===== src/rtl/alu_dispatch.sv =====
// Request FIFO feeding an external combinational ALU, with a single registered
// result stage under valid/ready handshakes on both sides.
module alu_dispatch #(
   parameter int DEPTH = 4,
   parameter int TAG_W = 4
) (
   input  logic             clk,
   input  logic             rst_n,
   input  logic             in_valid,
   output logic             in_ready,
   input  logic [3:0]       in_op,
   input  logic [31:0]      in_a,
   input  logic [31:0]      in_b,
   input  logic [TAG_W-1:0] in_tag,
   output logic             alu_available,
   output logic [3:0]       alu_operation,
   output logic [31:0]      alu_inp1,
   output logic [31:0]      alu_inp2,
   input  logic [31:0]      alu_outp,
   input  logic             alu_zero,
   output logic             out_valid,
   input  logic             out_ready,
   output logic [31:0]      out_result,
   output logic             out_zero,
   output logic             out_err,
   output logic [TAG_W-1:0] out_tag,
   output logic [15:0]      issue_count
);

   localparam int AW = (DEPTH > 1) ? $clog2(DEPTH) : 1;
   localparam logic [3:0] LAST_LEGAL_OP = 4'h3;

   logic [3:0]       r_opMem  [DEPTH];
   logic [31:0]      r_aMem   [DEPTH];
   logic [31:0]      r_bMem   [DEPTH];
   logic [TAG_W-1:0] r_tagMem [DEPTH];

   logic [AW:0]      r_wrPtr;
   logic [AW:0]      r_rdPtr;
   logic             r_outValid;
   logic [31:0]      r_outResult;
   logic             r_outZero;
   logic             r_outErr;
   logic [TAG_W-1:0] r_outTag;
   logic [15:0]      r_issueCount;

   logic             w_empty;
   logic             w_full;
   logic             w_push;
   logic             w_issue;
   logic             w_illegal;
   logic [3:0]       w_headOp;
   logic [31:0]      w_headA;
   logic [31:0]      w_headB;
   logic [TAG_W-1:0] w_headTag;

   assign w_empty   = (r_wrPtr == r_rdPtr);
   assign w_full    = (r_wrPtr[AW-1:0] == r_rdPtr[AW-1:0]) && (r_wrPtr[AW] != r_rdPtr[AW]);
   // Gating with rst_n keeps the upstream from seeing a ready FIFO while held in reset.
   assign in_ready  = rst_n && !w_full;
   assign w_push    = in_valid && in_ready;
   assign w_issue   = !w_empty && (!r_outValid || out_ready);

   assign w_headOp  = r_opMem[r_rdPtr[AW-1:0]];
   assign w_headA   = r_aMem[r_rdPtr[AW-1:0]];
   assign w_headB   = r_bMem[r_rdPtr[AW-1:0]];
   assign w_headTag = r_tagMem[r_rdPtr[AW-1:0]];
   assign w_illegal = (w_headOp > LAST_LEGAL_OP);

   always_comb begin
      alu_available = 1'b0;
      alu_operation = 4'h0;
      alu_inp1      = 32'h0;
      alu_inp2      = 32'h0;
      if (w_issue) begin
         alu_available = 1'b1;
         alu_operation = w_headOp;
         alu_inp1      = w_headA;
         alu_inp2      = w_headB;
      end
   end

   always_ff @(posedge clk) begin
      if (w_push) begin
         r_opMem[r_wrPtr[AW-1:0]]  <= in_op;
         r_aMem[r_wrPtr[AW-1:0]]   <= in_a;
         r_bMem[r_wrPtr[AW-1:0]]   <= in_b;
         r_tagMem[r_wrPtr[AW-1:0]] <= in_tag;
      end
   end

   always_ff @(posedge clk or negedge rst_n) begin
      if (!rst_n) begin
         r_wrPtr      <= '0;
         r_rdPtr      <= '0;
         r_issueCount <= 16'h0;
      end else begin
         if (w_push) begin
            r_wrPtr <= r_wrPtr + (AW+1)'(1);
         end
         if (w_issue) begin
            r_rdPtr      <= r_rdPtr + (AW+1)'(1);
            r_issueCount <= r_issueCount + 16'd1;
         end
      end
   end

   // Illegal opcodes still consume a slot so ordering and throughput are unaffected.
   always_ff @(posedge clk or negedge rst_n) begin
      if (!rst_n) begin
         r_outValid  <= 1'b0;
         r_outResult <= 32'h0;
         r_outZero   <= 1'b0;
         r_outErr    <= 1'b0;
         r_outTag    <= '0;
      end else if (w_issue) begin
         r_outValid <= 1'b1;
         r_outTag   <= w_headTag;
         if (w_illegal) begin
            r_outResult <= 32'h0;
            r_outZero   <= 1'b0;
            r_outErr    <= 1'b1;
         end else begin
            r_outResult <= alu_outp;
            r_outZero   <= alu_zero;
            r_outErr    <= 1'b0;
         end
      end else if (r_outValid && out_ready) begin
         r_outValid <= 1'b0;
      end
   end

   assign out_valid   = r_outValid;
   assign out_result  = r_outResult;
   assign out_zero    = r_outZero;
   assign out_err     = r_outErr;
   assign out_tag     = r_outTag;
   assign issue_count = r_issueCount;

endmodule


===== config.mk =====
export PLATFORM = sky130hd
export DESIGN_NAME = alu_dispatch
export DESIGN_NICKNAME = d
export VERILOG_FILES = /design/src/rtl/alu_dispatch.sv
export SDC_FILE = /design/constraint.sdc
export NUM_CORES = 1
export LEC_CHECK = 0
export CAP_MARGIN = 20
export CORE_MARGIN = 2
export CORE_UTILIZATION = 50
export DETAILED_ROUTE_END_ITERATION = 10
export HOLD_SLACK_MARGIN = 0.12
export PLACE_DENSITY = 0.76
export SKIP_CTS_REPAIR_TIMING = 1
export SYNTH_ARGS = -nofsm -noshare
export SYNTH_HDL_FRONTEND = slang
export SYNTH_SLANG_ARGS = --single-unit

===== constraint.sdc =====
create_clock -name clk -period 5.8 [get_ports clk]
set_clock_uncertainty 0.15 [all_clocks]
set_input_delay 0.58 -clock clk [delete_from_list [all_inputs] [get_ports clk]]
set_output_delay 0.58 -clock clk [all_outputs]
set_load 0.03 [all_outputs]

==> results.md, run 1 <==
* Status: finished clean
* First-pass GRT wire length at 42090 um
* Leak at 5.977 nW
* Sequential share of power at 0.364
* Vias in the first global route at 7238
* Crit-path max FO at 62
* Share of cells above drive strength 1 at 0.1636
* WP buf/inv at 3
* Max Cap Viol at 0
* R2r setup slk at 2.67 ns
* Post-synthesis instance total at 644
* Total Routing Usage GR at 0.1951
* Worst Path Required at 5.07 ns
* Worst setup EP type: output pin
* Final global-route overflow total at 0
* Pint at 6.175 mW
* CP Class: reg -> out
* CP top delay family: buffers and inverters
* YS warnings at 0
* # clock sinks at 349
* Post-synth ARST share at 0.1748
* Total power at 9.402 mW
* Worst-Margin Slew at 0.9608 ns
* Worst skew pair latency at 0.50 ns
* Final Hold Viols at 0
* Critical path's largest stage delay at 0.76 ns
* Vias at 6877
* Root cell of the clock tree: clkbuf_16
* Final min period at 4.358 ns
* TritonCTS clock tree: done
* Register area share after synthesis at 0.7659
* Area Overhead vs Synth at 29.37%
* Antenna Cells at 0
* CTS max path bufs at 3
* Slowest CP cell: dfrtp_4
* Synthesized area at 13290 um2
* Die H at 167.0 um
* Mean Syn Cell Area at 20.63 um2
* RSZ-0062 raised after global routing: false
* Routed Antenna Nets at 0
* Worst EP arrival at 3.63 ns
* HPWL Detailed at 16810 um
* CTS Buf Count at 37
* Switching power at 3.227 mW
* DR iter-0 viols at 390
* Wire length per cell at 21.45 um
* Nets at 1009
* Total negative setup slack at 0 ns
* FP Rows at 59
* Initial antenna violation count at 2
* IO Port Bufs at 233
* EDFF count, synth at 288
* VDD IR max at 0.0003790 V
* Max transition margin at 0.3594
* Crit share post-route at 0.7514
* H-tree depth at 2
* Layout fillers at 1768
* Post-synth top flop: edfxtp_1
* Clock power share at 0.245
* Clock-pin slew on the worst setup and hold paths at 0.06 ns
* GPL Wtd Cong at 0.7806
* Total Die Area at 27890 um2
* Pwr per Cell Area at 547.0 nW/um2
* Crit. path cell count at 6
* Initial core utilization at 0.5098
* IO Pins at 234
* Setup violations, final at 0
* Switching portion of total power at 0.3432
* Hold WC Path Type: in -> async
* Via/cell ratio at 5.467
* Drt pass-1 iters at 6
* Total wire length at 26990 um
* Pin count of the biggest net entering global routing at 63
* Core Area at 26060 um2
* Sequential cell area at 10180 um2
* Setup crit start kind: flip-flop
* Comb pwr share at 0.390
* Synth cell types at 27
* Die width at 167.0 um
* Fmax at 229.5 MHz
* Slew Viols, Final at 0
* Crit path cell chain: xor2_1, o31ai_4, inv_2, buf_4, and2_1, clkdlybuf4s50_1
* Reg2reg path depth at 4
* Drt drc at 0
* Yosys reg bits at 349
* Syn nets at 759
* Area of the multi-input gates at 2954 um2
==> kinds of logic (layout without fill, tap and decap cells) <==
| logic type | after synthesis | in the layout | share of synthesized area |
|---|---|---|---|
| flops | 349 | 349 | 0.7659 |
| fa+ha+maj | 6 | 6 | 0.005651 |
| xor+xnor | 23 | 23 | 0.01516 |
| simple gates | 122 | 122 | 0.05312 |
| compound gates | 35 | 35 | 0.02336 |
| mux | 73 | 73 | 0.1229 |
| buf+inv | 36 | 315 | 0.01394 |
==> cells in the final DEF, fill, tap and decap left out, types with 2 or more instances in the layout <==
cell             synthesis  routed
nand3_1                  5       5
and3_4                   0       4
xor2_1                  10      10
and2_1                  69      69
nor2_1                   3       3
clkdlybuf4s50_1          0     232
a22o_1                  33      33
xnor2_1                 13      13
clkbuf_1                15       7
mux4_2                  72      72
inv_1                    2       2
ha_1                     6       6
edfxtp_1               288     288
dfrtp_1                 61      59
nand2_1                 23      23
clkbuf_16                0      37
clkinv_1                 0       3
bufinv_16                0       4
nor3_1                   4       4
dfrtp_4                  0       2
and4_1                   2       2
inv_6                    0       2
buf_4                    1      11
and3_1                   8       4
clkinv_2                 0      10
nand4_1                  5       5
clkinv_8                 0       2
==> per-layer routing <==
metal / vias up / part of all wire / wire [um] / global-route usage
met3: 42 / 0.086 / 2333 / 0.05537
met5: - / 0.00048 / 13 / 0
li1: 3070 / - / - / -
met1: 3488 / 0.41 / 11160 / 0.2664
met2: 275 / 0.48 / 12870 / 0.3122
met4: 2 / 0.022 / 607 / 0.05360
==> metrics by stage <==
step           hold slack, ns  area, um2  cells  setup WS [ns]  utilization
2_1_floorplan          0.1344      13290    644          2.298            -
3_3_place_gp           0.3098      15980   1190          1.806       0.6131
3_5_place_dp           0.3122      15980   1190          1.719       0.6131
4_1_cts                0.1332      17190   1258          1.293       0.6595
5_1_grt                0.1654      17190   1258          1.105       0.6595
6_report               0.1125      17190   1258          1.442       0.6595
==> path summary, 6_finish.rpt <==
| kind | from | endpoint |
|---|---|---|
| min reg2reg | out_tag[3]$_DFFE_PN0N_ | out_tag[3]$_DFFE_PN0N_ |
| min | rst_n | r_wrPtr[2]$_DFFE_PN0P_ |
| min in group clk | out_tag[3]$_DFFE_PN0N_ | out_tag[3]$_DFFE_PN0N_ |
| max reg2reg | r_rdPtr[1]$_DFFE_PN0N_ | r_bMem[2][13]$_DFFE_PP_ |
| max in group asynchronous | rst_n | r_rdPtr[0]$_DFFE_PN0N_ |
| max | r_rdPtr[1]$_DFFE_PN0N_ | alu_inp1[4] |
==> Yosys cell counts (2+ instances only) <==
cell,n,area share
a22o_1,33,0.022
clkbuf_1,15,0.0042
edfxtp_1,288,0.65
buf_2,13,0.0049
nand2_1,23,0.0065
and2_1,69,0.032
inv_1,2,0.00057
ha_1,6,0.0057
and4_1,2,0.0013
mux4_2,72,0.12
buf_6,4,0.0034
nor2_1,3,0.00085
nor3_1,4,0.0015
nand4_1,5,0.0024
xnor2_1,13,0.0086
dfrtp_1,61,0.11
nand3_1,5,0.0019
xor2_1,10,0.0066
and3_1,8,0.0038
==> power by group through the flow <==
| stage | sequential [mW] | combinational [mW] | clock (mW) |
|---|---|---|---|
| floorplan | 3.67 | 2.10 | 0 |
| global placement | 3.47 | 3.69 | 0 |
| detailed placement | 3.49 | 3.71 | 0 |
| CTS | 3.44 | 3.73 | 2.36 |
| global route | 3.48 | 3.89 | 2.47 |
| finish | 3.43 | 3.67 | 2.31 |
==> area by class of cell <==
type                            count  area share
Inverter                            3   0.0006552
Clock buffer                       45     0.05620
Clock inverter                     23     0.01420
Sequential cell                   349      0.5925
Multi-Input combinational cell    259      0.1719
Tap cell                          335     0.02439
Timing Repair Buffer              244      0.1402
==> state kept, by name, summed over array words and instances (netlist names) <==
| name | cells |
|---|---|
| out_err | 1 |
| out_zero | 1 |
| r_opMem | 16 |
| out_valid | 1 |
| out_tag | 4 |
| r_wrPtr | 3 |
| issue_count | 16 |
| r_bMem | 128 |
| out_result | 32 |
| r_rdPtr | 3 |
| r_aMem | 128 |
| r_tagMem | 16 |
==> worst reg2reg max path, stage by stage (launching register included) <==
cell,delay (ns)
dfrtp_4,0.76
xor2_1,0.36
o31a_1,0.29
and3_4,0.76
buf_4,0.50
(Power assumes the default switching activity.)
==> run 2, diff against run 1 <==
CORE_UTILIZATION = 47   (was 50)
PLACE_DENSITY = 0.75   (was 0.76)
clock period = 3.85 ns   (was 5.8 ns; I/O delays follow)
==> results.md, run 2 (synthesis gave the netlist of run 1 again) <==
* Status: finished clean
* RSZ-0062 raised after global routing: false
* FP Rows at 61 (+3.4%)
* Worst EP arrival at 2.71 ns (-0.92 ns)
* Share of cells above drive strength 1 at 0.2370 (+0.07342)
* Nets at 1011 (+0.20%)
* Total Routing Usage GR at 0.1827 (-0.01238)
* Worst-Margin Slew at 0.7640 ns (-0.1969 ns)
* Vias in the first global route at 7262 (+0.33%)
* Clock-pin slew on the worst setup and hold paths at 0.06 ns (about the same)
* Met3 Usage GRT at 0.05814 (+0.002766)
* VDD IR max at 0.0004642 V (+22%)
* Die H at 172.1 um (+3.1%)
* Fin area at 17180 um2 (about the same)
* Vias at 6868 (-0.13%)
* DR iter-0 viols at 374 (-4.1%)
* Area Overhead vs Synth at 29.32% (about the same)
* Root cell of the clock tree: clkbuf_16
* Wire length per cell at 20.58 um (-4.1%)
* HPWL Detailed at 16320 um (-2.9%)
* TritonCTS clock tree: done
* Total power at 14.10 mW (+50%)
* GPL Wtd Cong at 0.7523 (-3.6%)
* Total wire length at 26790 um (-0.72%)
* Worst Path Required at 3.31 ns (-1.76 ns)
* Pin count of the biggest net entering global routing at 74 (+17%)
* # clock sinks at 349 (unchanged)
* Most frequent cells in the layout: edfxtp_1, clkdlybuf4s50_1, buf_4
* IO Port Bufs at 233 (unchanged)
* H-tree depth at 2 (unchanged)
* Setup crit start kind: flip-flop
* Core Area at 27780 um2 (+6.6%)
* Hold WC Path Type: reg -> reg
* Initial core utilization at 0.4782 (-0.03162)
* Pwr per Cell Area at 820.8 nW/um2 (+50%)
* IO Pins at 234 (unchanged)
* Crit-path max FO at 49 (-21%)
* Dpl cells at 1234 (+3.7%)
* Initial antenna violation count at 1 (-1)
* Final Hold Viols at 0 (unchanged)
* Place WS at 1.085 ns (-0.6348 ns)
* GRT met1 Usage at 0.2432 (-0.02326)
* Worst skew pair latency at 0.50 ns (about the same)
* Antenna Cells at 0 (unchanged)
* Final cell count without fillers at 1302 (+3.5%)
* Total negative setup slack at 0 ns (unchanged)
* Via/cell ratio at 5.275 (-3.5%)
* Final min period at 3.244 ns
* Final setup margin at 0.6055 ns (-0.8364 ns)
* Drt drc at 0 (unchanged)
* Crit share post-route at 0.8427
* Max Cap Viol at 0 (unchanged)
* Post-Place Cell Area at 15960 um2 (-0.13%)
* Leading cell type in the layout, fill and taps excluded: edfxtp_1
* First-pass GRT wire length at 41120 um (-2.3%)
* Drt pass-1 iters at 4 (-2)
* CTS max path bufs at 3 (unchanged)
* Busiest grt layer: met2
* Die width at 172.1 um (+3.1%)
* CP Class: reg -> out
* Final global-route overflow total at 0 (unchanged)
* Setup violations, final at 0 (unchanged)
* Worst setup EP type: output pin
* Slew Viols, Final at 0 (unchanged)
* Max transition margin at 0.4907 (+0.1312)
* CTS Buf Count at 37 (unchanged)
* Routed Antenna Nets at 0 (unchanged)
* Fmax at 308.2 MHz
* Final core occ at 0.6184 (-0.04113)
* Total Die Area at 29630 um2 (+6.2%)
* Hold Slack at 0.3145 ns (+0.2021 ns)
* Leak at 6.121 nW (+2.4%)
* Global Route met2 Usage at 0.2961 (-0.01608)
## run 2: cell count changes in the layout (fill, tap and decap cells not counted), sizes merged
cell	before	now
clkdlybuf4s50	232	164
clkinv	15	11
bufinv	4	3
inv	5	4
dlygate4sd3	0	1
clkinvlp	2	1
buf	12	81
clkbuf	45	51
## run 2: layer usage
layer | share of wire | vias up | wire, um
met3 | 0.096 | 36 | 2563
met4 | 0.014 | 0 | 385
met2 | 0.48 | 262 | 12730
li1 | - | 3075 | -
met1 | 0.41 | 3495 | 11120
met5 | 0 | - | 0
## run 2: cell type report
class / instances / area [um2]
Sequential cell: 349 / 10180
Clock inverter: 16 / 163.9
Clock buffer: 51 / 1051
Fill cell: 2010 / 10600
Multi-Input combinational cell: 259 / 2954
Tap cell: 378 / 473.0
Timing Repair Buffer: 246 / 2345
Inverter: 3 / 11.26
## run 2: path summary, 6_finish.rpt
path	startpoint	end	slack [ns]	depth (start not counted)
max in group asynchronous	rst_n	r_rdPtr[0]$_DFFE_PN0N_	2.44	3
worst max register to register	r_rdPtr[1]$_DFFE_PN0N_	r_aMem[2][7]$_DFFE_PP_	1.13	4
worst min-delay path	issue_count[15]$_DFFE_PN0N_	issue_count[15]$_DFFE_PN0N_	0.31	1
min in group asynchronous	rst_n	issue_count[5]$_DFFE_PN0N_	0.51	3
worst min register to register	issue_count[15]$_DFFE_PN0N_	issue_count[15]$_DFFE_PN0N_	0.31	1
worst max-delay path	r_rdPtr[1]$_DFFE_PN0N_	alu_inp2[13]	0.61	4
## run 2: worst max-delay path, stage by stage (launching register included)
cell     delay, ns
dfrtp_4       0.70
buf_4         0.66
mux4_2        0.41
and2_1        0.20
buf_4         0.17
## run 2: power breakdown
part           internal, mW  switching, mW
registers              4.77          0.339
logic                  2.35           3.16
clock network          2.12           1.36
==> patch (settings of run 2) <==
Reset style: synchronous (`rst_n`), changed in 2 clocked blocks.
--- a/src/rtl/alu_dispatch.sv
+++ b/src/rtl/alu_dispatch.sv
@@ -89,7 +89,7 @@
       end
    end
 
-   always_ff @(posedge clk or negedge rst_n) begin
+   always_ff @(posedge clk) begin
       if (!rst_n) begin
          r_wrPtr      <= '0;
          r_rdPtr      <= '0;
@@ -106,7 +106,7 @@
    end
 
    // Illegal opcodes still consume a slot so ordering and throughput are unaffected.
-   always_ff @(posedge clk or negedge rst_n) begin
+   always_ff @(posedge clk) begin
       if (!rst_n) begin
          r_outValid  <= 1'b0;
          r_outResult <= 32'h0;
Check against the original RTL: differs if rst_n is asserted again (counterexample within 4 cycles, from zero or initial values and one cycle with rst_n low); with rst_n held inactive, the same outputs for 4 cycles.
==> patch against run 2 <==
Sequential cell count up 2; design area up 0.76%; synthesized area down 0.39%; setup slack worse by 0.33 ns; cell count up 3.5%; core utilization up 0.47 points; routed wire length up 2.2%; sequential power down 12%; power down 17%; maximum frequency down 9.3%; largest power group is now sequential cells.
==> patch: results (changes against run 2) <==
Reg clk slew, reported paths: 0.06 ns (about the same)
Vias in the first global route: 7301 (+0.54%)
Post-Syn Nets: 802 (+5.7%)
Slew HR: 0.613 (+0.123)
Placed instance area: 16100 sq um (+1.1%)
Status: complete, no violations
Largest fanout on the critical path: 29 (-41%)
# port buffers: 233 (unchanged)
Overall Global Routing Usage: 0.184 (+0.000785)
EDFF count, synth: 288 (unchanged)
Worst hold path type: reg2reg
ANT cells: 0 (unchanged)
Post-synth cell types: 40 (+48%)
Maximum vdd drop: 0.553 mV (+19%)
Worst reg2reg path depth: 7 (+3)
Critical Path AT: 3.04 ns (+0.33 ns)
Antenna violations before repair: 0 (-1)
Max-cap violations: 0 (unchanged)
CP delay by family, top: buffers and inverters
Hold depth: 2 (+1)
Htree depth: 2 (unchanged)
Synth area leaders: edfxtp_1, mux4_2, dfxtp_1
First-pass GRT wire length: 41000 microns (-0.40%)
Fraction of layout cells with a size suffix above 1: 0.158 (-0.0793)
YS warnings: 0 (unchanged)
Fin nets: 1057 (+4.5%)
Final GP Congestion: 0.736 (-2.1%)
Sequential cell area fraction in the yosys report: 0.749 (-0.0171)
Async SR Flop Fraction: 0 (-0.175)
Worst-skew pair later-pin latency: 0.51 ns
Largest net degree at the start of global routing: 41 (-45%)
Crit path max-delay cell type: clkdlybuf4s50_1
Vias post-DR: 7138 (+3.9%)
DRT Pass-1 Iters: 6 (+2)
Max stage delay on crit path: 0.60 ns (-0.10 ns)
Drt wl/cell: 20.3 microns (-1.3%)
Post-synth top cells: edfxtp_1, mux4_2, and2_1, dfxtp_1, a22o_1
Initial drt markers: 397 (+6.1%)
Root buffer cell: clkbuf_16
CTS Buf Count: 38 (+2.7%)
Lkg Pwr: 5.62 nW (-8.1%)
Post-detail-place hpwl: 16900 microns (+3.7%)
CTS Buffer Depth: 3 (unchanged)
patch: area by class of cell:
cell class | instances | area (sq um)
Clock buffer | 55 | 1070
Inverter | 8 | 32.5
Clock inverter | 13 | 115
Multi-Input combinational cell | 291 | 3120
Tap cell | 378 | 473
Sequential cell | 351 | 9920
Timing Repair Buffer | 252 | 2590
Fill cell | 1997 | 10500
patch: power breakdown:
group	internal [W]	switching, W
logic	0.00171	0.00202
clock network	0.00206	0.00136
registers	0.00432	0.000195
total	0.00810	0.00357
patch: metrics by stage:
step,cells,worst slack (ns),hold WS (ns)
2_1_floorplan,687,0.123,0.334
3_5_place_dp,1280,0.616,0.303
5_1_grt,1348,0.0849,0.323
6_report,1348,0.275,0.309
3_3_place_gp,1280,0.655,0.296
4_1_cts,1348,0.227,0.309
patch: logic make-up after synthesis:
family	after synthesis	share of synthesized area
buf+inv	45	0.0171
compound gates	75	0.0415
flops	351	0.749
fa+ha+maj	6	0.00567
mux	73	0.123
simple gates	126	0.0552
xor+xnor	11	0.00841
patch: per-layer routing:
metal  vias up  GRT usage  part of all wire
li1       3259          -                 -
met1      3569      0.234              0.41
met2       266      0.313              0.49
met3        44     0.0462             0.083
met4         0     0.0530             0.019
met5         -          0                 0
patch: final timing paths:
kind         startpoint                to  slack (ns)
max          r_rdPtr[1]  alu_operation[2]        0.27
min          out_tag[2]        out_tag[2]        0.31
max reg2reg  r_rdPtr[1]    out_result[20]        1.11
min reg2reg  out_tag[2]        out_tag[2]        0.31
patch: worst register-to-register path, stage by stage, from the launching register on:
cell and delay [ns]:
dfxtp_1 0.57, xor2_2 0.19, o31ai_4 0.46, inv_4 0.24
buf_4 0.30, and3_1 0.20, buf_4 0.24, a22o_1 0.28
